## config.mk

```make
export PLATFORM = sky130hd
export DESIGN_NAME = esaxi_wr_fifo_flat
export DESIGN_NICKNAME = d
export VERILOG_FILES = /design/src/rtl/esaxi_pkg.sv /design/src/rtl/esaxi_wr_fifo_if.sv /design/src/rtl/esaxi_fifo_mem.sv /design/src/rtl/esaxi_wr_fifo.sv /design/src/flat_wrapper.sv
export SDC_FILE = /design/constraint.sdc
export NUM_CORES = 1
export LEC_CHECK = 0
export CAP_MARGIN = 20
export CORE_ASPECT_RATIO = 1.2
export CORE_MARGIN = 5
export CORE_UTILIZATION = 55
export CTS_CLUSTER_DIAMETER = 30
export DETAILED_ROUTE_END_ITERATION = 6
export PLACE_DENSITY = 0.79
export SLEW_MARGIN = 20
export SYNTH_ARGS = -nofsm -noshare
export SYNTH_HDL_FRONTEND = slang
export SYNTH_SLANG_ARGS = --single-unit
```

## constraint.sdc

```tcl
create_clock -name s_axi_aclk -period 27 [get_ports s_axi_aclk]
set_input_delay 5.4 -clock s_axi_aclk [delete_from_list [all_inputs] [get_ports s_axi_aclk]]
set_output_delay 5.4 -clock s_axi_aclk [all_outputs]
set_load 0.05 [all_outputs]
```

## src/rtl/esaxi_pkg.sv

```systemverilog
// esaxi_pkg: shared emesh packet layout and default esaxi write-FIFO sizing
package esaxi_pkg;
    typedef struct packed {
        logic [31:0] srcaddr;
        logic [31:0] data;
        logic [31:0] dstaddr;
        logic        rsvd;
        logic [3:0]  ctrlmode;
        logic [1:0]  datamode;
        logic        write;
    } emesh_pkt_t;
    localparam int PW           = $bits(emesh_pkt_t);
    localparam int ESAXI_AW     = 3;
    localparam int ESAXI_MARGIN = 2;
endpackage

```

## src/rtl/esaxi_wr_fifo_if.sv

```systemverilog
// esaxi_wr_fifo_if: esaxi write-side and emesh tx-side signals of the write FIFO
interface esaxi_wr_fifo_if
    import esaxi_pkg::*;
#(
    parameter int AW = ESAXI_AW
);
    logic          wr_access;
    logic [PW-1:0] wr_packet;
    logic          wr_wait;
    logic          tx_access;
    logic [PW-1:0] tx_packet;
    logic          tx_wait;
    logic [AW:0]   fifo_count;
    logic          overflow;
    logic [31:0]   pkt_count;
    modport master (
        output wr_access, wr_packet, tx_wait,
        input  wr_wait, tx_access, tx_packet, fifo_count, overflow, pkt_count
    );
    modport slave (
        input  wr_access, wr_packet, tx_wait,
        output wr_wait, tx_access, tx_packet, fifo_count, overflow, pkt_count
    );
endinterface

```

## src/rtl/esaxi_fifo_mem.sv

```systemverilog
// esaxi_fifo_mem: unreset packet storage, one write port and one async read port
module esaxi_fifo_mem
    import esaxi_pkg::*;
#(
    parameter int AW = ESAXI_AW
) (
    input  logic          clk,
    input  logic          we,
    input  logic [AW-1:0] waddr,
    input  logic [PW-1:0] wdata,
    input  logic [AW-1:0] raddr,
    output logic [PW-1:0] rdata
);
    logic [PW-1:0] mem [2**AW];
    // write the accepted packet into its slot
    always_ff @(posedge clk)
        if (we) mem[waddr] <= wdata;
    assign rdata = mem[raddr];
endmodule

```

## src/rtl/esaxi_wr_fifo.sv

```systemverilog
// esaxi_wr_fifo: elastic buffer from esaxi writes to emesh tx; ESAXI_WR_FIFO_STATS_EN adds accepted-packet counter
module esaxi_wr_fifo
    import esaxi_pkg::*;
#(
    parameter int AW     = ESAXI_AW,
    parameter int MARGIN = ESAXI_MARGIN
) (
    input logic            s_axi_aclk,
    input logic            s_axi_aresetn,
    esaxi_wr_fifo_if.slave bus
);
    localparam int          DEPTH  = 1 << AW;
    localparam logic [AW:0] FULL   = (AW + 1)'(DEPTH);
    localparam logic [AW:0] THRESH = (AW + 1)'(DEPTH - MARGIN);
    if (MARGIN < 1 || MARGIN >= DEPTH) begin : g_bad_margin
        $error("esaxi_wr_fifo: MARGIN must be in 1..DEPTH-1");
    end
    logic [AW-1:0] rd_ptr, wr_ptr;
    logic [AW:0]   count, count_next;
    logic          push, pop, accept, wr_wait, overflow;
    assign push   = bus.wr_access;
    assign pop    = bus.tx_access & ~bus.tx_wait;
    assign accept = push & ((count != FULL) | pop);
    // occupancy after this edge; simultaneous push and pop cancel out
    always_comb
        count_next = (accept & ~pop) ? count + 1'b1 : (pop & ~accept) ? count - 1'b1 : count;
    // pointers, occupancy, early backpressure and sticky drop flag
    always_ff @(posedge s_axi_aclk or negedge s_axi_aresetn)
        if (!s_axi_aresetn) begin
            rd_ptr   <= '0;
            wr_ptr   <= '0;
            count    <= '0;
            wr_wait  <= 1'b0;
            overflow <= 1'b0;
        end else begin
            if (accept) wr_ptr <= wr_ptr + 1'b1;
            if (pop) rd_ptr <= rd_ptr + 1'b1;
            count    <= count_next;
            wr_wait  <= count_next >= THRESH;
            overflow <= overflow | (push & ~accept);
        end
    esaxi_fifo_mem #(.AW(AW)) u_mem (
        .clk   (s_axi_aclk),
        .we    (accept),
        .waddr (wr_ptr),
        .wdata (bus.wr_packet),
        .raddr (rd_ptr),
        .rdata (bus.tx_packet)
    );
    assign bus.tx_access  = count != '0;
    assign bus.fifo_count = count;
    assign bus.wr_wait    = wr_wait;
    assign bus.overflow   = overflow;
`ifdef ESAXI_WR_FIFO_STATS_EN
    logic [31:0] pkt_cnt;
    // count accepted pushes only; drops are excluded
    always_ff @(posedge s_axi_aclk or negedge s_axi_aresetn)
        if (!s_axi_aresetn) pkt_cnt <= '0;
        else if (accept) pkt_cnt <= pkt_cnt + 1'b1;
    assign bus.pkt_count = pkt_cnt;
`else
    assign bus.pkt_count = 32'h0;
`endif
endmodule

```

## src/flat_wrapper.sv

```systemverilog
// flat-port wrapper written by rule: the top's interface ports become plain ports
module esaxi_wr_fifo_flat import esaxi_pkg::*;
#(
    parameter int AW     = ESAXI_AW,
    parameter int MARGIN = ESAXI_MARGIN
)
  (s_axi_aclk, s_axi_aresetn, bus_wr_access, bus_wr_packet, bus_tx_wait, bus_wr_wait, bus_tx_access, bus_tx_packet, bus_fifo_count, bus_overflow, bus_pkt_count);
  esaxi_wr_fifo_if #(.AW(AW)) bus_i ();
  input logic s_axi_aclk;
  input logic s_axi_aresetn;
  input wire logic [$bits(bus_i.wr_access)-1:0] bus_wr_access;
  input wire logic [$bits(bus_i.wr_packet)-1:0] bus_wr_packet;
  input wire logic [$bits(bus_i.tx_wait)-1:0] bus_tx_wait;
  output wire logic [$bits(bus_i.wr_wait)-1:0] bus_wr_wait;
  output wire logic [$bits(bus_i.tx_access)-1:0] bus_tx_access;
  output wire logic [$bits(bus_i.tx_packet)-1:0] bus_tx_packet;
  output wire logic [$bits(bus_i.fifo_count)-1:0] bus_fifo_count;
  output wire logic [$bits(bus_i.overflow)-1:0] bus_overflow;
  output wire logic [$bits(bus_i.pkt_count)-1:0] bus_pkt_count;
  assign bus_i.wr_access = bus_wr_access;
  assign bus_i.wr_packet = bus_wr_packet;
  assign bus_i.tx_wait = bus_tx_wait;
  assign bus_wr_wait = bus_i.wr_wait;
  assign bus_tx_access = bus_i.tx_access;
  assign bus_tx_packet = bus_i.tx_packet;
  assign bus_fifo_count = bus_i.fifo_count;
  assign bus_overflow = bus_i.overflow;
  assign bus_pkt_count = bus_i.pkt_count;
  esaxi_wr_fifo #(.AW(AW), .MARGIN(MARGIN)) u_core (.s_axi_aclk(s_axi_aclk), .s_axi_aresetn(s_axi_aresetn), .bus(bus_i));
endmodule
```

==> results of run 1 <==
-- cell families (layout without fill, tap and decap cells) --
group / after synthesis / after routing
buffers and inverters: 96 / 467
and+or+nand+nor: 33 / 33
AOI/OAI and AO/OA: 10 / 10
muxes: 315 / 315
other: 1 / 34
adders and majority gates: 4 / 4
xor gates and xnor gates: 5 / 5
DFF: 844 / 844
-- routing by layer --
metal	global-route usage [%]	vias up	wire, um
li1	-	6147	-
met1	25.7	7708	24500
met2	35.5	500	34100
met3	5.00	99	4160
met4	6.40	2	1280
met5	0	-	13
-- layout by cell type, fill, tap and decap left out, types with 7 or more instances in the layout --
cell type,instances
mux2_2,106
clkbuf_16,118
mux4_2,208
dfrtp_1,9
edfxtp_1,832
nand2_1,7
bufinv_16,15
clkinv_2,15
clkdlybuf4s50_1,218
buf_4,22
inv_6,17
clkinv_1,8
clkinv_4,14
clkinvlp_4,22
conb_1,32
-- registers in the layout, summed over array words and instances (netlist names) --
register	count
u_core.u_mem.mem	832
u_core.bus.fifo_count	4
u_core.bus.wr_wait	1
u_core.rd_ptr	3
u_core.wr_ptr	3
u_core.bus.overflow	1
-- final cells by class --
class / instances / share of cell area [%]
flip-flops and latches: 844 / 64.7
multi-input cells: 399 / 16.4
clock buffers: 123 / 7.60
repair buffers: 242 / 6.12
clock inverters: 99 / 2.85
well taps: 742 / 2.37
inverters: 3 / 0.0288
diodes: 2 / 0.0128
-- critical path: stages (launching register included) --
cell and delay [ps]:
dfrtp_4 760, buf_4 700, buf_4 770, mux4_2 590
mux2_2 300, clkdlybuf4s50_1 710
-- power groups by stage --
stage / combinational [mW] / clock [mW] / sequential (mW)
2_1_floorplan: 1.25 / 0 / 1.73
3_3_place_gp: 1.72 / 0 / 1.74
3_5_place_dp: 1.73 / 0 / 1.75
4_1_cts: 1.75 / 1.57 / 1.73
5_1_grt: 1.82 / 1.64 / 1.72
6_report: 1.73 / 1.54 / 1.71
-- cells in the mapped netlist (2+ instances only) --
cell and instances:
nand2_1 7, ha_1 4, nor3_1 4, mux2_2 106
xor2_1 2, buf_6 3, xnor2_1 3, nor2_1 8
nand3_1 4, o21ai_0 2, nand2b_1 2, buf_1 10
buf_4 42, dfrtp_1 12, buf_2 16, mux4_2 208
edfxtp_1 832, a21oi_1 2, inv_1 3, clkbuf_1 22
-- through the flow --
stage	std cells	setup slack [ps]	utilization [%]	total power, mW
2_1_floorplan	1339	13380	-	2.98
3_3_place_gp	2229	17580	60.2	3.46
3_5_place_dp	2229	17510	60.2	3.48
4_1_cts	2451	16810	67.2	5.04
5_1_grt	2454	16600	67.3	5.18
6_report	2454	16970	67.3	4.98
-- worst max path at each step --
stage / from / endpoint / slack (ps) / cells past startpoint
floorplan: bus_wr_access / u_core.u_mem.mem[0][0]$_DFFE_PP_ / 13380 / 4
global placement: u_core.rd_ptr[0]$_DFFE_PN0N_ / bus_tx_packet[52] / 17580 / 5
detailed placement: u_core.rd_ptr[0]$_DFFE_PN0N_ / bus_tx_packet[33] / 17510 / 5
CTS: u_core.rd_ptr[0]$_DFFE_PN0N_ / bus_tx_packet[33] / 16810 / 5
global route: u_core.rd_ptr[0]$_DFFE_PN0N_ / bus_tx_packet[33] / 16600 / 5
finish: u_core.rd_ptr[0]$_DFFE_PN0N_ / bus_tx_packet[33] / 16970 / 5
==> reports/metrics.cfg, run 1 <==
[outcome]
status=complete, no violations

[sta]
fin_tns_setup_ps=0
maxSlewViolCount=0
clock_skew_ps=30.1
fmax_mhz=99.7
period_share_pct=37.2
hold_viol_final=0
period_needed_ps=10030
hold_slack_ps=481
grt_setup_unrepaired=no
relSlewSlack_pct=26.4
setup_violations=0
worstMarginPinSlew_ps=1100

[cts]
cts_setup_buffers=0
cts-buffers-inserted=118
ctsHtreeMaxLevel=3
ctsResizeCount=0
cts_buffer_depth=3
clk-insertion-delay-late_ps=650
root_buffer=clkbuf_16
hold_buffers=0
clkTransAtPathRegs_ps=50
cts_tree=yes
clock_sinks=844

[worst_setup_path]
regToRegEndpoint=u_core.u_mem.mem[0][52]$_DFFE_PP_
startpoint_type=flip-flop
crit_fanout=42
worstRegToRegCells=9
criticalPathCategory=flip-flop to output port
r2r-start=u_core.bus.fifo_count[0]$_DFF_PN0_
ff2ff_setup_slack_ps=22880
end_kind=output port
crit_required_ps=21600
crit_arrival_ps=4630

[worst_hold_path]
holdPathStages=1
hp-start=u_core.bus.overflow$_DFF_PN0_
hold_end=u_core.bus.overflow$_DFF_PN0_
hold_path.class=flip-flop to flip-flop

[cells_and_area]
nets=1720
fin_area_mm2=0.0391
multiInputGateArea_mm2=0.00640
fill_cells=3497
seq_area_mm2=0.0253
drive_gt1_share_pct=33.0
area_delta_synth_final_pct=22.0

[floorplan]
initial_core_util_pct=55.2
die_x_um=230
ios=251
core_mm2=0.0581
die_h_um=275
rows=97
die-area_mm2=0.0633

[synth]
synth_edf_count=832
synth_ff_type=edfxtp_1
synth.top_cell.area_share_pct=77.9
ys_top_cells_by_area=edfxtp_1 78%, mux4_2 15%, mux2_2 3.7%, buf_4 0.98%, dfrtp_1 0.94%
async_flop_share_pct=1.42
synth.ff_latch_count=844
synthSimpleGateAreaFrac_pct=0.534
syn_area_mm2=0.0321
synth_compound_area_share_pct=0.218
syn_avg_cell_area_um2=24.5
yosys_warnings=0
synthMuxAreaShare_pct=18.4
synth-xor-area-share_pct=0.137
synth_top_family_by_area=multiplexers
synthCells=1308
synth.distinct_cells=36
synthAdderAreaFrac_pct=0.156
synth_top_cell_by_area=edfxtp_1
ys_seq_area_share_pct=78.8

[pwr]
combinationalPowerShare_pct=34.7
power.density_mw_per_mm2=127
leakage_nw=12.6
swShare_pct=34.0
switching_power_mw=1.70
p_int_mw=3.29
pwr-share-seq_pct=34.3
irDropWorstVdd_mv=0.110
p_clk_share_pct=31.0

[global_route]
grt_pass1_vias=15800
grt_remaining_overflow=0
grt_usage_pct=20.4
grt_start_max_net_pins=109
grt_pass1_wl_um=97100
antenna_found_initial=4

[placed_design]
port_buffers=218
place.gp.congestion=0.722
hpwl_um=33600
post_dp_cell_area_mm2=0.0350

[routing]
antenna_left=0
drc_errors=0
wl_um=64100
dr_total_vias=14500
first_iter_violations=1042
drt_pass1_iterations=4
routed_via_density=5.89
wl_per_cell_um=26.1

[flow_run]
max_cap_violations=0

No activity file was read; power rests on OpenSTA's default activity.
==> run 2: changes to the inputs <==
clock period = 9.8 ns   (was 27 ns; I/O delays follow)
==> run 2 against run 1 <==
Against the previous run: clock power increased to 2.8 times the previous value; global-route usage about the same; total power increased to 2.8 times the previous value; design area increased by 0.23%; first-iteration DRC count decreased by 3.4%; wire length decreased by 0.64%; die area unchanged; register-to-register slack got worse by 17000 ps; cell count increased by 0.45%; hold slack got worse by 14 ps; critical path type unchanged; largest power group is now sequential cells; highest routed layer unchanged.
==> reports/metrics.cfg, run 2 (synthesis results as in run 1) <==
[floorplan]
rows=97
die_h_um=275
die-area_mm2=0.0633
initial_core_util_pct=55.2
ios=251
die_x_um=230
core_mm2=0.0581

[worst_hold_path]
hold_path.class=flip-flop to flip-flop
holdPathStages=1
hold_end=u_core.bus.overflow$_DFF_PN0_
hp-start=u_core.bus.overflow$_DFF_PN0_

[routing]
drc_errors=0
wl_per_cell_um=25.8
antenna_left=0
wl_um=63600
routed_via_density=5.85
drt_pass1_iterations=5
dr_total_vias=14400
first_iter_violations=1007

[cts]
hold_buffers=0
ctsResizeCount=0
cts_setup_buffers=0
ctsHtreeMaxLevel=3
clkTransAtPathRegs_ps=50
root_buffer=clkbuf_16
clock_sinks=844
cts-buffers-inserted=120
cts_tree=yes
clk-insertion-delay-late_ps=650
cts_buffer_depth=3

[cells_and_area]
layout_common_cells=832 x edfxtp_1, 218 x clkdlybuf4s50_1, 208 x mux4_2, 122 x clkbuf_16, 106 x mux2_2
largest_reg_flops=832
layout_commonest_cell=edfxtp_1
fill_cells=3506
drive_gt1_share_pct=33.0
area_delta_synth_final_pct=22.3
nets=1724
largest-register=u_core.u_mem.mem

[worst_setup_path]
criticalPathCategory=flip-flop to output port
startpoint_type=flip-flop
crit_path_max_incr_delay_ps=1060
cp_cell_sequence=buf_4 -> mux4_2 -> mux2_2 -> clkdlybuf4s50_1
r2r-start=u_core.bus.fifo_count[0]$_DFF_PN0_
ff2ff_setup_slack_ps=6280
worstRegToRegCells=9
crit_arrival_ps=4280
crit_family=buffers and inverters
regToRegEndpoint=u_core.u_mem.mem[0][55]$_DFFE_PP_
critical_path_buf_inv_count=2
crit_fanout=49
slowest_stage=dfrtp_4
crit_required_ps=7840
end_kind=output port

[placed_design]
place.gp.congestion=0.711
hpwl_um=32800
port_buffers=218

[sta]
period_share_pct=63.6
worstMarginPinSlew_ps=996
fmax_mhz=160
hold_viol_final=0
grt_setup_unrepaired=no
clock_skew_ps=15.2
setup_violations=0
relSlewSlack_pct=33.6
maxSlewViolCount=0
fin_tns_setup_ps=0
period_needed_ps=6240

[global_route]
grt_pass1_vias=15900
antenna_found_initial=6
grt_start_max_net_pins=113
grt_pass1_wl_um=97400
grt_remaining_overflow=0
grt_usage_pct=20.5

[pwr]
irDropWorstVdd_mv=0.299
power.density_mw_per_mm2=351
leakage_nw=12.7
power_mw=13.8

[flow_run]
max_cap_violations=0

[outcome]
status=complete, no violations

==> run 2: per-layer routing <==
layer | up-vias | track usage [%] | routed length, um
met5 | - | 0 | 27
li1 | 6173 | - | -
met2 | 495 | 35.5 | 33900
met1 | 7652 | 26.3 | 24300
met4 | 4 | 6.50 | 1300
met3 | 87 | 4.47 | 4140
==> run 2: report_power, final <==
group	internal (mW)	switching, mW	leakage [nW]
Sequential	4.49	0.261	7.69
Clock	2.70	1.59	1.99
Combinational	1.92	2.80	3.00
Total	9.11	4.65	12.7
==> run 2: stage by stage <==
| step | util, % | std cells | area, um^2 | setup slack [ps] | hold slack (ps) |
|---|---|---|---|---|---|
| after floorplan | - | 1339 | 32200 | 2430 | 487 |
| after global placement | 60.3 | 2232 | 35100 | 4130 | 454 |
| after detailed placement | 60.3 | 2232 | 35100 | 4090 | 454 |
| after CTS | 67.4 | 2459 | 39200 | 3360 | 471 |
| after global routing | 67.4 | 2461 | 39200 | 3200 | 481 |
| final | 67.5 | 2465 | 39200 | 3560 | 467 |
==> run 2: area by class of cell <==
type | count | area, um^2 | share of cell area (%)
diodes | 6 | 15.0 | 0.0383
clock buffers | 127 | 3070 | 7.83
clock inverters | 100 | 1080 | 2.74
inverters | 3 | 11.3 | 0.0287
multi-input cells | 399 | 6410 | 16.4
flip-flops and latches | 844 | 25300 | 64.5
well taps | 742 | 928 | 2.37
repair buffers | 244 | 2400 | 6.13
==> run 2: worst max-delay path by stage <==
stage	start	end	slack (ps)	depth (start not counted)
2_1_floorplan	bus_wr_access	u_core.u_mem.mem[2][0]$_DFFE_PP_	2430	4
3_3_place_gp	u_core.rd_ptr[0]$_DFFE_PN0N_	bus_tx_packet[5]	4130	4
5_1_grt	u_core.rd_ptr[0]$_DFFE_PN0N_	bus_tx_packet[30]	3200	4
6_report	u_core.rd_ptr[0]$_DFFE_PN0N_	bus_tx_packet[30]	3560	4
3_5_place_dp	u_core.rd_ptr[0]$_DFFE_PN0N_	bus_tx_packet[25]	4090	4
4_1_cts	u_core.rd_ptr[0]$_DFFE_PN0N_	bus_tx_packet[28]	3360	4
